===== src/rtl/bcd_pkg.sv =====
// Shared constants for the BCD converters (binary-to-BCD encoder and
// BCD-to-binary decoder): FSM state encoding, default sizes and the
// double-dabble digit adjust threshold/value.
package bcd_pkg;

    // Handshake FSM states shared by both converter directions.
    typedef enum logic [1:0] {
        ST_IDLE    = 2'd0,
        ST_CONVERT = 2'd1,
        ST_DONE    = 2'd2
    } bcd_state_e;

    // Default sizing: three decimal digits fit in ten bits (999 < 1024).
    localparam int DEF_DIGITS = 3;
    localparam int DEF_BIN_W  = 10;

    // Reverse double-dabble: after a right shift, any digit >= 8 loses 3.
    localparam logic [3:0] ADJ_THRESHOLD = 4'd8;
    localparam logic [3:0] ADJ_VALUE     = 4'd3;

    // Largest legal decimal digit.
    localparam logic [3:0] DIGIT_MAX = 4'd9;

endpackage


===== src/rtl/bcd_digit_adjust.sv =====
// Single-digit correction step of reverse double-dabble.
// Ports:
//   field    - 4-bit BCD digit field taken from the freshly shifted register
//   adjusted - field - 3 when field >= 8, otherwise field unchanged
// The subtraction cannot underflow because it only happens for field >= 8.
module bcd_digit_adjust
    import bcd_pkg::*;
(
    input  logic [3:0] field,
    output logic [3:0] adjusted
);

    // Conditional subtract-3 correction of one digit.
    always_comb begin
        adjusted = field;
        if (field >= ADJ_THRESHOLD) begin
            adjusted = field - ADJ_VALUE;
        end else begin
            adjusted = field;
        end
    end

endmodule


===== src/rtl/bcd_to_binary.sv =====
// Sequential packed-BCD to unsigned-binary converter (reverse double-dabble,
// one shift/adjust iteration per clock) with a start/done/ack handshake.
// Ports:
//   clk    - system clock, rising edge
//   reset  - synchronous active-low reset
//   start  - conversion request, sampled only in IDLE
//   bcd    - packed BCD input, digit 0 in bits [3:0], captured on start
//   ack    - consumer acknowledge, honoured only in DONE
//   binary - converted result, valid while done=1, kept after ack
//   done   - result available, held until ack
//   busy   - high while converting or holding a result
//   error  - raised together with done when an input digit exceeds 9
module bcd_to_binary
    import bcd_pkg::*;
#(
    parameter int DIGITS = DEF_DIGITS,
    parameter int BIN_W  = DEF_BIN_W
) (
    input  logic                  clk,
    input  logic                  reset,
    input  logic                  start,
    input  logic [4*DIGITS-1:0]   bcd,
    input  logic                  ack,
    output logic [BIN_W-1:0]      binary,
    output logic                  done,
    output logic                  busy,
    output logic                  error
);

    localparam int SH_W  = 4*DIGITS + BIN_W;
    localparam int CNT_W = $clog2(BIN_W + 1);
    localparam logic [CNT_W-1:0] LAST_ITER = CNT_W'(BIN_W - 1);

    // True when any packed digit is outside 0..9.
    function automatic logic has_bad_digit(input logic [4*DIGITS-1:0] v);
        logic bad;
        bad = 1'b0;
        for (int i = 0; i < DIGITS; i++) begin
            if (v[4*i +: 4] > DIGIT_MAX) begin
                bad = 1'b1;
            end else begin
                bad = bad;
            end
        end
        return bad;
    endfunction

    bcd_state_e          state_r, state_n_s;
    logic [SH_W-1:0]     shift_r, shift_n_s;
    logic [CNT_W-1:0]    cnt_r, cnt_n_s;
    logic [BIN_W-1:0]    binary_r, binary_n_s;
    logic                done_r, done_n_s;
    logic                busy_r, busy_n_s;
    logic                error_r, error_n_s;

    logic [SH_W-1:0]     shifted_s;
    logic [4*DIGITS-1:0] adj_digits_s;
    logic [SH_W-1:0]     iter_s;

    // One iteration: shift right, then correct every BCD digit field.
    assign shifted_s = shift_r >> 1;

    for (genvar g = 0; g < DIGITS; g++) begin : g_adj
        bcd_digit_adjust u_adj (
            .field    (shifted_s[BIN_W + 4*g +: 4]),
            .adjusted (adj_digits_s[4*g +: 4])
        );
    end

    assign iter_s = {adj_digits_s, shifted_s[BIN_W-1:0]};

    // Next-state and next-output logic of the handshake FSM.
    always_comb begin
        state_n_s  = state_r;
        shift_n_s  = shift_r;
        cnt_n_s    = cnt_r;
        binary_n_s = binary_r;
        done_n_s   = done_r;
        error_n_s  = error_r;
        busy_n_s   = busy_r;

        case (state_r)
            ST_IDLE: begin
                if (start) begin
                    if (has_bad_digit(bcd)) begin
                        // Illegal input skips conversion and reports at once.
                        binary_n_s = {BIN_W{1'b0}};
                        done_n_s   = 1'b1;
                        error_n_s  = 1'b1;
                        state_n_s  = ST_DONE;
                    end else begin
                        shift_n_s  = {bcd, {BIN_W{1'b0}}};
                        cnt_n_s    = {CNT_W{1'b0}};
                        done_n_s   = 1'b0;
                        error_n_s  = 1'b0;
                        state_n_s  = ST_CONVERT;
                    end
                end else begin
                    done_n_s  = 1'b0;
                    error_n_s = 1'b0;
                    state_n_s = ST_IDLE;
                end
            end
            ST_CONVERT: begin
                shift_n_s = iter_s;
                cnt_n_s   = cnt_r + CNT_W'(1);
                if (cnt_r == LAST_ITER) begin
                    // Final iteration: the low bits now hold the binary value.
                    binary_n_s = iter_s[BIN_W-1:0];
                    done_n_s   = 1'b1;
                    error_n_s  = 1'b0;
                    state_n_s  = ST_DONE;
                end else begin
                    state_n_s  = ST_CONVERT;
                end
            end
            ST_DONE: begin
                if (ack) begin
                    done_n_s  = 1'b0;
                    error_n_s = 1'b0;
                    state_n_s = ST_IDLE;
                end else begin
                    state_n_s = ST_DONE;
                end
            end
            default: begin
                done_n_s  = 1'b0;
                error_n_s = 1'b0;
                state_n_s = ST_IDLE;
            end
        endcase

        busy_n_s = (state_n_s == ST_CONVERT) || (state_n_s == ST_DONE);
    end

    // State, datapath and registered outputs with synchronous reset.
    always_ff @(posedge clk) begin
        if (!reset) begin
            state_r  <= ST_IDLE;
            shift_r  <= {SH_W{1'b0}};
            cnt_r    <= {CNT_W{1'b0}};
            binary_r <= {BIN_W{1'b0}};
            done_r   <= 1'b0;
            busy_r   <= 1'b0;
            error_r  <= 1'b0;
        end else begin
            state_r  <= state_n_s;
            shift_r  <= shift_n_s;
            cnt_r    <= cnt_n_s;
            binary_r <= binary_n_s;
            done_r   <= done_n_s;
            busy_r   <= busy_n_s;
            error_r  <= error_n_s;
        end
    end

    assign binary = binary_r;
    assign done   = done_r;
    assign busy   = busy_r;
    assign error  = error_r;

endmodule


===== config.mk =====
export PLATFORM = sky130hd
export DESIGN_NAME = bcd_to_binary
export DESIGN_NICKNAME = d
export VERILOG_FILES = /design/src/rtl/bcd_pkg.sv /design/src/rtl/bcd_digit_adjust.sv /design/src/rtl/bcd_to_binary.sv
export SDC_FILE = /design/constraint.sdc
export NUM_CORES = 1
export LEC_CHECK = 0
export BUFFER_PORTS_ARGS = -buffer_cell sky130_fd_sc_hd__buf_2
export CAP_MARGIN = 20
export CORE_MARGIN = 3
export CORE_UTILIZATION = 59
export CTS_CLUSTER_SIZE = 20
export DETAILED_ROUTE_END_ITERATION = 10
export HOLD_SLACK_MARGIN = 0.05
export PLACE_DENSITY = 0.83
export SLEW_MARGIN = 20
export SYNTH_ARGS = -nofsm -noshare
export SYNTH_HDL_FRONTEND = slang
export SYNTH_SLANG_ARGS = --single-unit

===== constraint.sdc =====
create_clock -name clk -period 3.4 [get_ports clk]
set_clock_uncertainty 0.1 [all_clocks]
set_input_delay 0.68 -clock clk [delete_from_list [all_inputs] [get_ports clk]]
set_output_delay 0.68 -clock clk [all_outputs]
set_load 0.02 [all_outputs]

### Word-level counts from Yosys, hierarchy flattened

Index checks and enable logic that the tools add are counted.
W data, S select, Z words.

| word-level totals | value |
|---|---|
| output and inout port bits | 13 |
| input port bits | 16 |
| register bits after elaboration | 41 |
| logic and storage cells | 63 |

| cells by class | value |
|---|---|
| muxes and demuxes | 30 |
| equality and inequality tests | 10 |
| $lt $le $gt $ge | 6 |
| reduce and logical (&&, ||, !) cells | 6 |
| add/sub/neg operators | 4 |

Operators with widths:

| cell | count |
|---|---|
| $mux W22 | 2 |
| $pmux W22 S2 | 1 |
| $mux W10 | 3 |
| $mux W4 | 5 |
| $pmux W10 S2 | 1 |
| $gt A4 B4 Y1 const B | 3 |
| $mux W1 | 10 |
| $ne A2 B2 Y1 const B | 5 |
| $ge A4 B4 Y1 const B | 2 |
| $mux W2 | 4 |
| $pmux W4 S2 | 1 |
| $sub A4 B2 Y4 const B | 2 |
| $pmux W1 S3 | 2 |
| $pmux W2 S3 | 1 |
| $add A4 B1 Y4 const B | 1 |
| $eq A2 B1 Y1 const B | 2 |
| $eq A2 B2 Y1 const B | 2 |
| $eq A4 B4 Y1 const B | 1 |
| $ge A3 B4 Y1 const B | 1 |
| $reduce_and A4 Y1 | 1 |
| $sub A3 B2 Y4 const B | 1 |
| $reduce_and A3 Y1 | 1 |
| $logic_not A2 Y1 | 1 |
| $reduce_and A2 Y1 | 1 |
| 2 further kinds | 2 |

### Logic depth before layout (Yosys ltp)

| depth | value |
|---|---|
| depth after elaboration | 11 |
| mapped depth | 6 |
| gate-level depth less buffers | 6 |

### By module

Synthesis repeated with hierarchy kept, for this count alone.

| second synthesis, totals | value |
|---|---|
| cells, all modules | 209 |
| area, all modules | 1969.4 um^2 |

By module, submodules not included:

| module | times used | cells an instance | area each (um^2) |
|---|---|---|---|
| bcd_to_binary | 1 | 176 | 1740.4 |
| bcd_digit_adjust | 3 | 11 | 76.3 |

### Worst setup path after synthesis

No wires, ideal clock.

| timing path | value |
|---|---|
| kind | input port to flip-flop |
| from | in bcd[9] |
| to | reg shift_r[11] |
| path buffers | 1 |
| setup slack | 1.597 ns |
| arrival time | 1.576 ns |
| required time | 3.172 ns |
| setup time | 0.128 ns |
| stages on the path | 5 |
| cell sequence | o21ai_2 -> a41oi_4 -> buf_6 -> a222oi_1 -> nor2_1 |

| between the ends | value |
|---|---|
| word-level cells in the longest chain between the ends | 6 |

RTL lines:

| what | RTL line | RTL |
|---|---|---|
| start, declared | bcd_to_binary.sv:22 | `input logic [4*DIGITS-1:0] bcd,` |
| $gt A4 B4 Y1 | bcd_to_binary.sv:39 | `if (v[4*i +: 4] > DIGIT_MAX) begin` |
| $mux W1 | bcd_to_binary.sv:39 |  |
| $mux W1 | bcd_to_binary.sv:84 | `if (start) begin` |
| $mux W1 | bcd_to_binary.sv:82 | `case (state_r)` |
| $ne A2 B2 Y1 (no line) | -- |  |
| $reduce_and A3 Y1 (no line) | -- |  |
| end signal, assigned | bcd_to_binary.sv:140 | `shift_r <= {SH_W{1'b0}};` |
| end signal, assigned | bcd_to_binary.sv:148 | `shift_r <= shift_n_s;` |
| end, declared | bcd_to_binary.sv:49 | `logic [SH_W-1:0] shift_r, shift_n_s;` |

Every way passes these cells. The select of a mux whose other input is x is not followed.
A chain may end at the register's enable or synchronous reset.

### Worst setup path in the final report

| timing path | value |
|---|---|
| from | reg state_r[0] |
| to | reg cnt_r[3] |

| between the ends | value |
|---|---|
| word-level cells in the longest chain between the ends | 3 |
| elaborated cells on any way between the ends | 7 |
| those cells by class | eq/ne (3); mux (1); reduce/logical (3) |

RTL lines:

| what | RTL line | RTL |
|---|---|---|
| start, declared | bcd_to_binary.sv:48 | `bcd_state_e state_r, state_n_s;` |
| start signal, assigned | bcd_to_binary.sv:147 | `state_r <= state_n_s;` |
| $eq A2 B1 Y1 or $logic_not A2 Y1 (tied branches) | bcd_to_binary.sv:82 |  |
| $reduce_bool A2 Y1 (no line) or $ne A2 B2 Y1 (tied branches) | -- |  |
| $reduce_and A3 Y1 (no line) | -- |  |
| end signal, assigned | bcd_to_binary.sv:141 | `cnt_r <= {CNT_W{1'b0}};` |
| end signal, assigned | bcd_to_binary.sv:149 | `cnt_r <= cnt_n_s;` |
| end, declared | bcd_to_binary.sv:50 | `logic [CNT_W-1:0] cnt_r, cnt_n_s;` |

Several ways; a longest one is shown, not always the timed one.

==> key figures <==
Status
  • Status: finished clean

Logic synthesis
  • Top-count cell post-synth: dfxtp_1
  • Cell count after synthesis: 187
  • Mapped Avg Cell Area: 9.434 µm²
  • Post-synth EDFFs: 0
  • Primary FF master, synth: dfxtp_1
  • Share of the synthesized area in the top cell type: 0.4539
  • Synth area leader: dfxtp_1
  • Library cells used by synthesis: 42
  • Syn_nets: 209
  • Sequential cell area fraction in the yosys report: 0.4539
  • Ranking of synthesized cells by area: dfxtp_1 (45%), a22o_1 (5.0%), a22oi_1 (4.7%)
  • Flops & latches, synth: 40
  • Largest family of logic cells by synthesized area: compound AO/OA/AOI/OAI gates
  • Compound-Gate Fraction of Synth Area: 0.2837
  • Mapped cell area: 1764 µm²
  • Top post-synthesis cells by count: dfxtp_1 (40), nor2_1 (22), nand2_1 (18)
  • Yosys warns: 0
  • Post-synthesis xor/xnor area fraction: 0.01489
  • Ys async rst share: 0
  • Synth Area in Adders: 0.04255
  • Mux share of post-synthesis cell area: 0
  • Post-Synth Simple-Gate Area: 0.1539

GRT
  • Largest net degree at the start of global routing: 32
  • Vias in the first global route: 1385
  • Gr ovfl total: 0
  • Antenna violations before repair: 0
  • Global-route wire length before repair: 6272 µm
  • Total Routing Usage GR: 0.2333

Clocking
  • CTS tree: yes
  • CTS max path bufs: 2
  • CTS Hold Bufs: 0
  • Worst-path clk slew: 130 ps
  • Clock Latency Late Sink: 350 ps
  • Post-CTS sizing: 0
  • Clk root buf: clkbuf_4
  • H-Tree Depth: 2
  • Setup Fix Bufs, Post-CTS: 0
  • Num CTS Buffers: 5
  • Clock Sinks: 40

Critical path
  • Crit path DAT: 2190 ps
  • Startpoint Class: flip-flop
  • Worst Path Class, Setup: reg -> reg
  • Crit-path cells: nor2b_2, buf_4, a41oi_4, or3_1, a21boi_1
  • Slowest CP cell: dfxtp_1
  • Crit. End Element: flip-flop
  • Worst EP required: 3600 ps
  • CP peak stage delay: 460 ps
  • Crit path buffers/inverters: 1
  • Critical-path maximum fanout: 23
  • Critical path's top delay family: simple AND/OR/NAND/NOR gates

Placement
  • GP Congestion: 0.8258
  • HPWL Detailed: 2673 µm
  • Placed cells: 238
  • PortBufs: 28

STA
  • Post-layout min period: 1991 ps
  • Hold slack: 381.0 ps
  • Max Slew Vio Count: 0
  • Fin crit share: 0.5856
  • RSZ-0062 raised after global routing: no
  • Fmax: 0.5023 GHz
  • Slew @ Worst Pin: 680.6 ps
  • Rel. slew slack: 0.5448
  • Setup TNS: 0 ps
  • Final setup viols: 0
  • Final Hold Vio Count: 0

Floorplan
  • Die W: 60.68 µm
  • Total Die Area: 3682 µm²
  • CORE AREA: 2805 µm²
  • Ports: 29
  • Die H: 60.68 µm
  • Core Rows: 19
  • Initial Util: 0.6289

Routing
  • Total wire length: 3929 µm
  • Wire per inst: 15.97 µm
  • DR iter-0 viols: 86
  • DR vias/cell: 6.004
  • Via count: 1477
  • Antenna Nets Post-Route: 0
  • DRC: 0
  • 1st-pass router iterations: 4

Pwr
  • Maximum vdd drop: 0.2860 mV
  • Total power: 0.0009531 W
  • Leak pwr: 0.7789 nW
  • PD cells: 479.4 nW/µm²

Finish
  • Area Overhead vs Synth: 12.70%
  • Post-layout util: 0.7087
  • Share of cells above drive strength 1: 0.2372
  • Finished Layout Cells: 246
  • Nets: 236
  • # diodes: 0

Job
  • Total of max-cap violations: 0

Min path
  • HP Class: reg -> reg
## report_power, final
part	internal [W]	total, W	switching (W)
Combinational	0.0000444	0.000116	0.0000712
Sequential	0.000484	0.000501	0.0000169
Clock	0.000176	0.000336	0.000160
Total	0.000705	0.000953	0.000248
## worst register-to-register path, delay by kind of cell (launching register included)
| kind | cells | cell delay [ps] |
|---|---|---|
| compound gates | 2 | 320 |
| buf+inv | 1 | 320 |
| flops | 1 | 460 |
| simple gates | 2 | 750 |
## cell usage in the layout (no fill, tap or decap), types with 3 or more instances in the layout
cell	synthesis	routed
a22oi_1	11	11
o211ai_1	4	4
a311oi_1	3	3
dfxtp_1	40	40
o21ai_2	3	3
a21oi_1	15	15
buf_2	3	28
nand2_1	18	18
o21ai_0	5	5
ha_1	6	6
clkbuf_4	0	5
inv_1	7	7
nor2_1	22	22
xnor2_1	3	3
or3_1	3	3
a22o_1	10	10
## final cells by class
cell class,count,area [µm²]
Timing Repair Buffer,30,155.1
Multi-Input combinational cell,129,873.3
Clock inverter,2,38.79
Sequential cell,40,800.8
Inverter,8,30.03
Fill cell,212,817.0
Clock buffer,6,51.30
Tap cell,31,38.79
## cells by family (layout without fill, tap and decap cells)
family          Yosys count  count (layout)
flops                    40              40
compound gates           64              64
buf+inv                  18              46
xor+xnor                  3               3
fa+ha+maj                 6               6
simple gates             56              56
## final timing paths
path	from	end	slack (ps)	cells after the start
worst max register to register	state_r[0]	cnt_r[3]	1410	5
worst min register to register	done	done	380	2
worst max-delay path	state_r[0]	cnt_r[3]	1410	5
worst min-delay path	done	done	380	2
## per-stage QoR
step / setup slack (ps) / area (µm²)
6_report: 1409 / 1988
5_1_grt: 1262 / 1988
4_1_cts: 1410 / 1988
3_5_place_dp: 1228 / 1898
3_3_place_gp: 1257 / 1898
2_1_floorplan: 1597 / 1764
## per-layer routing
metal	vias up	part of all wire	track usage
li1	731	-	-
met1	689	0.43	0.2810
met2	47	0.50	0.3847
met3	10	0.053	0.07447
met4	0	0.020	0.09598
met5	-	0	0
## registers in the layout, indices dropped and copies added (netlist names)
signal and cells:
done 1, binary 10, busy 1, state_r 2, shift_r 21, cnt_r 4, error 1
Note: power is estimated with default switching activity, not from simulation.
